--- config.mk ---
export PLATFORM = sky130hd
export DESIGN_NAME = video_window_clipper
export DESIGN_NICKNAME = d
export VERILOG_FILES = /design/src/rtl/video_clip_pkg.sv /design/src/rtl/clip_pos_counter.sv /design/src/rtl/video_window_clipper.sv
export SDC_FILE = /design/constraint.sdc
export NUM_CORES = 1
export LEC_CHECK = 0
export CORE_ASPECT_RATIO = 1.4
export CORE_MARGIN = 1
export CORE_UTILIZATION = 56
export CTS_BUF_LIST = sky130_fd_sc_hd__clkbuf_2
export DETAILED_ROUTE_END_ITERATION = 10
export HOLD_SLACK_MARGIN = 0.06
export MAX_ROUTING_LAYER = met4
export PLACE_DENSITY = 0.83
export RECOVER_POWER = 25
export SLEW_MARGIN = 0
export SYNTH_ARGS = -nofsm -noshare
export SYNTH_HDL_FRONTEND = slang
export SYNTH_SLANG_ARGS = --single-unit
--- constraint.sdc ---
create_clock -name pclk -period 8.9 [get_ports pclk]
set_input_delay 2.225 -clock pclk [delete_from_list [all_inputs] [get_ports pclk]]
set_output_delay 2.225 -clock pclk [all_outputs]
set_load 0.01 [all_outputs]
--- src/rtl/video_clip_pkg.sv ---
// Shared types and widths for the video window clipper.
// Window coordinates are 12 bit; position counters are 13 bit so that
// start+size sums of two 12-bit values never wrap.
package video_clip_pkg;

   localparam int COORD_W = 12;
   localparam int CNT_W   = 13;
   localparam int ACT_W   = 16;

   localparam logic [CNT_W-1:0] CNT_ONE = {{(CNT_W-1){1'b0}}, 1'b1};

   typedef enum logic [1:0] {
      CLIP_IDLE       = 2'd0,
      CLIP_WAIT_FRAME = 2'd1,
      CLIP_RUN        = 2'd2
   } clip_state_e;

   // One set of window coefficients, as presented on the inputs or as
   // held in the per-frame shadow copy.
   typedef struct packed {
      logic [COORD_W-1:0] top;
      logic [COORD_W-1:0] left;
      logic [COORD_W-1:0] width;
      logic [COORD_W-1:0] height;
   } window_t;

   // True when start <= pos < start+size, with the sum formed at CNT_W bits.
   function automatic logic in_range(input logic [CNT_W-1:0]   pos,
                                     input logic [COORD_W-1:0] start,
                                     input logic [COORD_W-1:0] size);
      logic [CNT_W-1:0] lo;
      logic [CNT_W-1:0] hi;
      lo = {1'b0, start};
      hi = {1'b0, start} + {1'b0, size};
      return (pos >= lo) && (pos < hi);
   endfunction

endpackage

--- src/rtl/clip_pos_counter.sv ---
// Position tracking for the clipper: in_vs active-edge and in_de falling-edge
// detection, pixel-in-line and line-in-frame counters. The *_idx outputs give
// the position of the pixel on the inputs this cycle; a frame edge coinciding
// with in_de makes that pixel pix 0 / line 0.
module clip_pos_counter
   import video_clip_pkg::*;
#(
   parameter logic VS_POL = 1'b1
) (
   input  logic             pclk,
   input  logic             prst,
   input  logic             in_vs,
   input  logic             in_de,
   output logic             vs_edge,
   output logic             de_fall,
   output logic [CNT_W-1:0] pix_idx,
   output logic [CNT_W-1:0] line_idx
);

   logic             vs_act;
   logic             vs_act_q;
   logic             de_q;
   logic [CNT_W-1:0] pix_cnt;
   logic [CNT_W-1:0] line_cnt;

   assign vs_act = (in_vs == VS_POL);

   // Edge strobes and the effective position of the current pixel.
   always_comb begin
      vs_edge  = vs_act & ~vs_act_q;
      de_fall  = ~in_de & de_q;
      pix_idx  = vs_edge ? '0 : pix_cnt;
      line_idx = vs_edge ? '0 : line_cnt;
   end

   // Previous-cycle sync levels; reset to inactive so a frame already in
   // progress at release is only picked up at its next active edge.
   always_ff @(posedge pclk) begin
      if (prst) begin
         vs_act_q <= 1'b0;
         de_q     <= 1'b0;
      end else begin
         vs_act_q <= vs_act;
         de_q     <= in_de;
      end
   end

   // Pixel counter: counts in_de cycles, cleared at the end of each line.
   always_ff @(posedge pclk) begin
      if (prst) begin
         pix_cnt <= '0;
      end else if (in_de) begin
         pix_cnt <= pix_idx + CNT_ONE;
      end else if (de_fall || vs_edge) begin
         pix_cnt <= '0;
      end
   end

   // Line counter: advances at each line end, cleared at frame start.
   always_ff @(posedge pclk) begin
      if (prst) begin
         line_cnt <= '0;
      end else if (vs_edge) begin
         line_cnt <= '0;
      end else if (de_fall) begin
         line_cnt <= line_cnt + CNT_ONE;
      end
   end

endmodule

--- src/rtl/video_window_clipper.sv ---
// Video window clipper: passes only the pixels inside a rectangular window
// of the native stream, with one cycle of latency on every output. Window
// coefficients are sampled once per frame at the in_vs active edge.
// There is no back-pressure: in_de qualifies each pixel and out_de qualifies
// each delivered pixel, one per pclk cycle.
module video_window_clipper
   import video_clip_pkg::*;
#(
   parameter int   DSIZE  = 24,
   parameter logic VS_POL = 1'b1,
   parameter logic HS_POL = 1'b1
) (
   input  logic               pclk,
   input  logic               prst,
   input  logic               enable,
   input  logic [COORD_W-1:0] top,
   input  logic [COORD_W-1:0] left,
   input  logic [COORD_W-1:0] width,
   input  logic [COORD_W-1:0] height,
   input  logic               in_vs,
   input  logic               in_hs,
   input  logic               in_de,
   input  logic [DSIZE-1:0]   in_data,
   output logic               out_vs,
   output logic               out_hs,
   output logic               out_de,
   output logic [DSIZE-1:0]   out_data,
   output logic [ACT_W-1:0]   out_hactive,
   output logic [ACT_W-1:0]   out_vactive,
   output logic               cfg_err,
   output logic [1:0]         dbg_state
);

   localparam logic [1:0] IDLE       = CLIP_IDLE;
   localparam logic [1:0] WAIT_FRAME = CLIP_WAIT_FRAME;
   localparam logic [1:0] RUN        = CLIP_RUN;

   logic [1:0]       state;
   logic [1:0]       state_nxt;
   logic             enable_q;

   logic             vs_edge;
   logic             de_fall;
   logic [CNT_W-1:0] pix_idx;
   logic [CNT_W-1:0] line_idx;

   window_t          win_in;
   window_t          shadow;
   window_t          win_eff;

   logic             run_en;
   logic             row_hit;
   logic             col_hit;
   logic             row_seen;
   logic             pix_hit;

   // Per-frame delivery bookkeeping used to flag truncated windows.
   logic             row_open;
   logic [CNT_W-1:0] row_pix;
   logic [CNT_W-1:0] lines_done;
   logic             short_seen;
   logic             line_end;
   logic             line_short;
   logic [CNT_W-1:0] lines_total;
   logic             frame_short;
   logic             zero_win;
   logic             err_set;
   logic             enable_rise;

   clip_pos_counter #(
      .VS_POL (VS_POL)
   ) u_pos (
      .pclk     (pclk),
      .prst     (prst),
      .in_vs    (in_vs),
      .in_de    (in_de),
      .vs_edge  (vs_edge),
      .de_fall  (de_fall),
      .pix_idx  (pix_idx),
      .line_idx (line_idx)
   );

   assign dbg_state = state;
   assign win_in    = {top, left, width, height};

   // Window compare; at a frame edge the freshly presented coefficients
   // apply to the pixel on that same cycle.
   always_comb begin
      win_eff  = vs_edge ? win_in : shadow;
      run_en   = enable && (state == RUN);
      col_hit  = in_range(pix_idx, win_eff.left, win_eff.width);
      row_hit  = in_range(line_idx, win_eff.top, win_eff.height);
      row_seen = in_de && run_en && row_hit;
      pix_hit  = row_seen && col_hit;
   end

   // Delivery checks for the frame that ends at this in_vs edge.
   always_comb begin
      line_end    = de_fall && row_open;
      line_short  = line_end && (row_pix < {1'b0, shadow.width});
      lines_total = lines_done + {{(CNT_W-1){1'b0}}, line_end};
      frame_short = vs_edge && run_en &&
                    (short_seen || line_short ||
                     (lines_total < {1'b0, shadow.height}));
      zero_win    = vs_edge && enable && (state != IDLE) &&
                    ((width == '0) || (height == '0));
      err_set     = frame_short || zero_win;
      enable_rise = enable && !enable_q;
   end

   // Next-state logic; dropping enable returns to IDLE from any state.
   always_comb begin
      state_nxt = state;
      if (!enable) begin
         state_nxt = IDLE;
      end else begin
         case (state)
            IDLE:       state_nxt = WAIT_FRAME;
            WAIT_FRAME: if (vs_edge) state_nxt = RUN;
            RUN:        state_nxt = RUN;
            default:    state_nxt = IDLE;
         endcase
      end
   end

   // State register and enable history.
   always_ff @(posedge pclk) begin
      if (prst) begin
         state    <= IDLE;
         enable_q <= 1'b0;
      end else begin
         state    <= state_nxt;
         enable_q <= enable;
      end
   end

   // Shadow coefficients, refreshed at every frame start.
   always_ff @(posedge pclk) begin
      if (prst) begin
         shadow <= '0;
      end else if (vs_edge) begin
         shadow <= win_in;
      end
   end

   // Count delivered lines and pixels-per-line of the running frame.
   always_ff @(posedge pclk) begin
      if (prst) begin
         row_open   <= 1'b0;
         row_pix    <= '0;
         lines_done <= '0;
         short_seen <= 1'b0;
      end else if (vs_edge || !run_en) begin
         row_open   <= row_seen;
         row_pix    <= {{(CNT_W-1){1'b0}}, pix_hit};
         lines_done <= '0;
         short_seen <= 1'b0;
      end else if (de_fall) begin
         row_open   <= 1'b0;
         row_pix    <= '0;
         lines_done <= lines_total;
         short_seen <= short_seen || line_short;
      end else begin
         if (row_seen) row_open <= 1'b1;
         if (pix_hit)  row_pix  <= row_pix + CNT_ONE;
      end
   end

   // Registered outputs: one pclk of latency from every input.
   always_ff @(posedge pclk) begin
      if (prst) begin
         out_vs      <= ~VS_POL;
         out_hs      <= ~HS_POL;
         out_de      <= 1'b0;
         out_data    <= '0;
         out_hactive <= '0;
         out_vactive <= '0;
      end else begin
         out_vs      <= in_vs;
         out_hs      <= in_hs;
         out_de      <= pix_hit;
         out_data    <= pix_hit ? in_data : '0;
         out_hactive <= {{(ACT_W-COORD_W){1'b0}}, shadow.width};
         out_vactive <= {{(ACT_W-COORD_W){1'b0}}, shadow.height};
      end
   end

   // Sticky configuration error, cleared by reset or a fresh enable.
   always_ff @(posedge pclk) begin
      if (prst) begin
         cfg_err <= 1'b0;
      end else if (enable_rise) begin
         cfg_err <= 1'b0;
      end else if (err_set) begin
         cfg_err <= 1'b1;
      end
   end

endmodule

==> metrics.md, run 1 <==
| Metric | Value |
|---|---|
| Outcome | finished with violations |
| Failing checks | capacitance limit, slew limit |
| First-pass GRT wire length | 33.3 mm |
| DRT antenna net count | 0 |
| Drt wl/cell | 14.8 µm |
| Slowest CP cell | clkbuf_1 |
| Hold Buf Count CTS | 0 |
| Clock Latency Late Sink | 760 ps |
| R2r worst-path depth | 17 |
| Drt drc | 0 |
| Reg2reg setup slack | 2790 ps |
| DRT Pass-1 Iters | 7 |
| Largest stage delay, worst path | 870 ps |
| Placer Congestion | 0.953 |
| Clock tree buffer depth | 2 |
| Slew Limit Fails | 98 |
| Post-synth EDFFs | 0 |
| H-Tree Depth | 4 |
| Area grow syn2layout | 18.6% |
| Clock transition at path regs | 220 ps |
| Worst endpoint required time | 9590 ps |
| LEAKAGE | 4.71 nW |
| Port bufs | 131 |
| Startpoint types | input pin |
| Clock buffer count from CTS | 17 |
| Routed WL | 20.4 mm |
| Hold Crit Start | shadow[24] |
| Hold crit path type | reg2reg |
| First DRT Iteration DRCs | 424 |
| Share of the synthesized area in the top cell type | 35.4% |
| Rel. slew slack | -61.7% |
| Worst-Margin Slew | 2430 ps |
| MaxCap Viol Count | 2 |
| Synth warn | 0 |
| Critical-path cell list | clkdlybuf4s50_1 -> nor2b_4 -> clkbuf_1 -> o21ai_0 -> ha_1 -> a21oi_1 -> or4_1 -> a31oi_1 -> nor2_1 -> xor2_1 -> ha_1 -> and4_1 -> a31oi_1 -> o22ai_1 -> or3_1 -> a211o_1 -> or4_4 -> nor2_1 |
| Total Routing Usage GR | 26.6% |
| Ys async rst share | 0% |
| Die height | 151 µm |
| Power Total | 1.45 mW |
| Seq/Total Area, Yosys | 35.4% |
| Die width | 109 µm |
| Min-Delay Path Depth | 2 |
| Worst Hold End | shadow[24] |
| Largest net degree at the start of global routing | 60 |
| Synth Flop Type | dfxtp_1 |
| CTS sink count | 158 |
| Clock skew | 23.6 ps |
| Core ar. | 0.0156 mm² |
| Post-Syn Area | 0.00894 mm² |
| Final layout net count | 1,355 |
| Final setup margin | 1160 ps |
| PwrDens | 137 mW/mm² |
| CP Max Fanout | 27 |
| Setup crit end kind | flip-flop |
| Worst EP arrival | 8430 ps |
| Vias per cell | 5.48 |
| Most frequent cells after synthesis | dfxtp_1, nor2_1, ha_1, nand2_1, inv_1 |
| Initial antenna violation count | 1 |
| Final Hold Viols | 0 |
| Fin crit period | 7740 ps |
| Leading area contributor after synthesis | dfxtp_1 |
| Crit Path Class | in2reg |
| Seq cells post-synth | 158 |
| Worst flop-to-flop path startpoint | u_pos.vs_act_q |
| Post-CTS Setup Repair Bufs | 0 |
| Synth unique cells | 63 |
| CTS tree | built |
| Final instance area | 0.0106 mm² |
| Pre-CTS setup slack | 1030 ps |
| Die ar. | 0.0165 mm² |
| Period utilization | 87.0% |
| RSZ-0062 raised after global routing | no |
| Placed cell area | 0.0103 mm² |
| Syn Area/Cell | 8.49 µm² |
| Post-synthesis cell count | 1,053 |
| Post-Route Setup TNS | 0 ps |
| Grt ovf | 0 |
| Starting Density | 57.3% |
| Final number of setup-violating endpoints | 0 |
| Layout cells sized above 1 | 5.32% |
| Top cells by area, synth | dfxtp_1, ha_1, nor2_1 |
| Clk root buf | clkbuf_2 |
| Reg2reg end | out_data[1] |
| Num ports | 140 |
| Vias in the first global route | 7,282 |
| Rows | 54 |
| Max rail drop VDD | 0.0776 mV |
| F_max | 129 MHz |
| Vias after detailed routing | 7,569 |
| Hold slack | 489 ps |
| Post_cts resized | 0 |
| Final HPWL DP | 15.6 mm |
| Count leader, synth | dfxtp_1 |
-- sequential cells by signal (all words and copies together), names as in the netlist, named ones only --
name and flops:
out_vactive 12, dbg_state 2, out_data 24, u_pos.de_q 1, u_pos.pix_cnt 13, out_hs 1
out_de 1, u_pos.line_cnt 13, row_open 1, row_pix 13, shadow 47, cfg_err 1
lines_done 13, u_pos.vs_act_q 1, short_seen 1, enable_q 1, out_hactive 12
-- per-layer routing --
layer / part of all wire [%] / GRT usage (%) / vias to the layer above
li1: - / - / 3806
met1: 42 / 30.4 / 3493
met2: 49 / 45.9 / 224
met3: 5.5 / 3.93 / 46
met4: 3.2 / 11.7 / 0
met5: 0 / - / -
-- cell usage in the layout (no fill, tap or decap), types with 9 or more instances in the layout --
master           netlist  final
and3_1                 9      9
o21ai_0               48     48
inv_1                 93     93
nand2_1               94     94
xnor2_1               21     21
ha_1                 103    103
mux2i_1               33     33
clkbuf_2               0     17
nor2_1               105    105
and2_1                19     19
a31oi_1                9      9
clkdlybuf4s50_1        0    130
nor2b_1               30     29
nor2_2                 9      9
a21o_1                15     15
nor2_4                10     10
a21oi_1               44     44
nor3_1                24     24
nand4_1               16     16
dfxtp_1              158    158
nand3_1               30     30
xor2_1                28     28
nor4_1                12     11
nand2b_1              18     18
a22o_1                 9      9
-- worst max path at each step --
stage / from / to / cells past startpoint
CTS: in_vs / row_pix[6] / 20
floorplan: in_vs / out_data[14] / 25
global placement: in_vs / row_pix[2] / 20
finish: in_vs / out_data[1] / 18
global route: in_vs / out_data[0] / 17
detailed placement: in_vs / row_pix[2] / 20
-- area by class of cell --
class                      count  area [µm²]
antenna                        1        2.50
clock buffer                  17        85.1
clock inverter                15         183
fill                        1283        5010
inverter                      95         359
multi-input combinational    761        5200
sequential                   158        3160
tap                          196         245
timing repair buffer         139        1360
-- where the power goes --
part           total (mW)  switching, mW  leakage [nW]  internal (mW)
clock network       0.439          0.277         0.156          0.162
registers           0.734        0.00645          1.28          0.728
logic               0.273          0.149          3.28          0.124
-- cells by family (layout without fill, tap and decap cells) --
group / Yosys count / after routing / synth area share, %
other: 1 / 9 / 0.0420
AO/OA/AOI/OAI: 168 / 168 / 11.9
buffers and inverters: 141 / 266 / 6.86
adder cells (fa/ha/maj): 105 / 105 / 14.9
flip-flops: 158 / 158 / 35.4
XOR/XNOR: 49 / 49 / 4.80
multiplexers: 34 / 34 / 3.82
AND/OR/NAND/NOR: 397 / 397 / 22.3
-- critical path: cells and delay by family --
family	cells	cell delay, ps
XOR/XNOR	1	150
AO/OA/AOI/OAI	6	1390
buffers and inverters	2	1370
adder cells (fa/ha/maj)	2	690
AND/OR/NAND/NOR	7	2590
-- per-stage QoR --
stage	cells	util, %
2_1_floorplan	1060	-
3_3_place_gp	1349	66.2
3_5_place_dp	1349	66.2
4_1_cts	1381	67.9
5_1_grt	1382	67.9
6_report	1382	67.9
(Power assumes the default switching activity.)
==> run 2, diff against run 1 <==
Settings changed: CTS_CLUSTER_SIZE from default to 14.
==> results of run 2 <==
The final DEF is identical to that of run 1; final timing and power are the same.
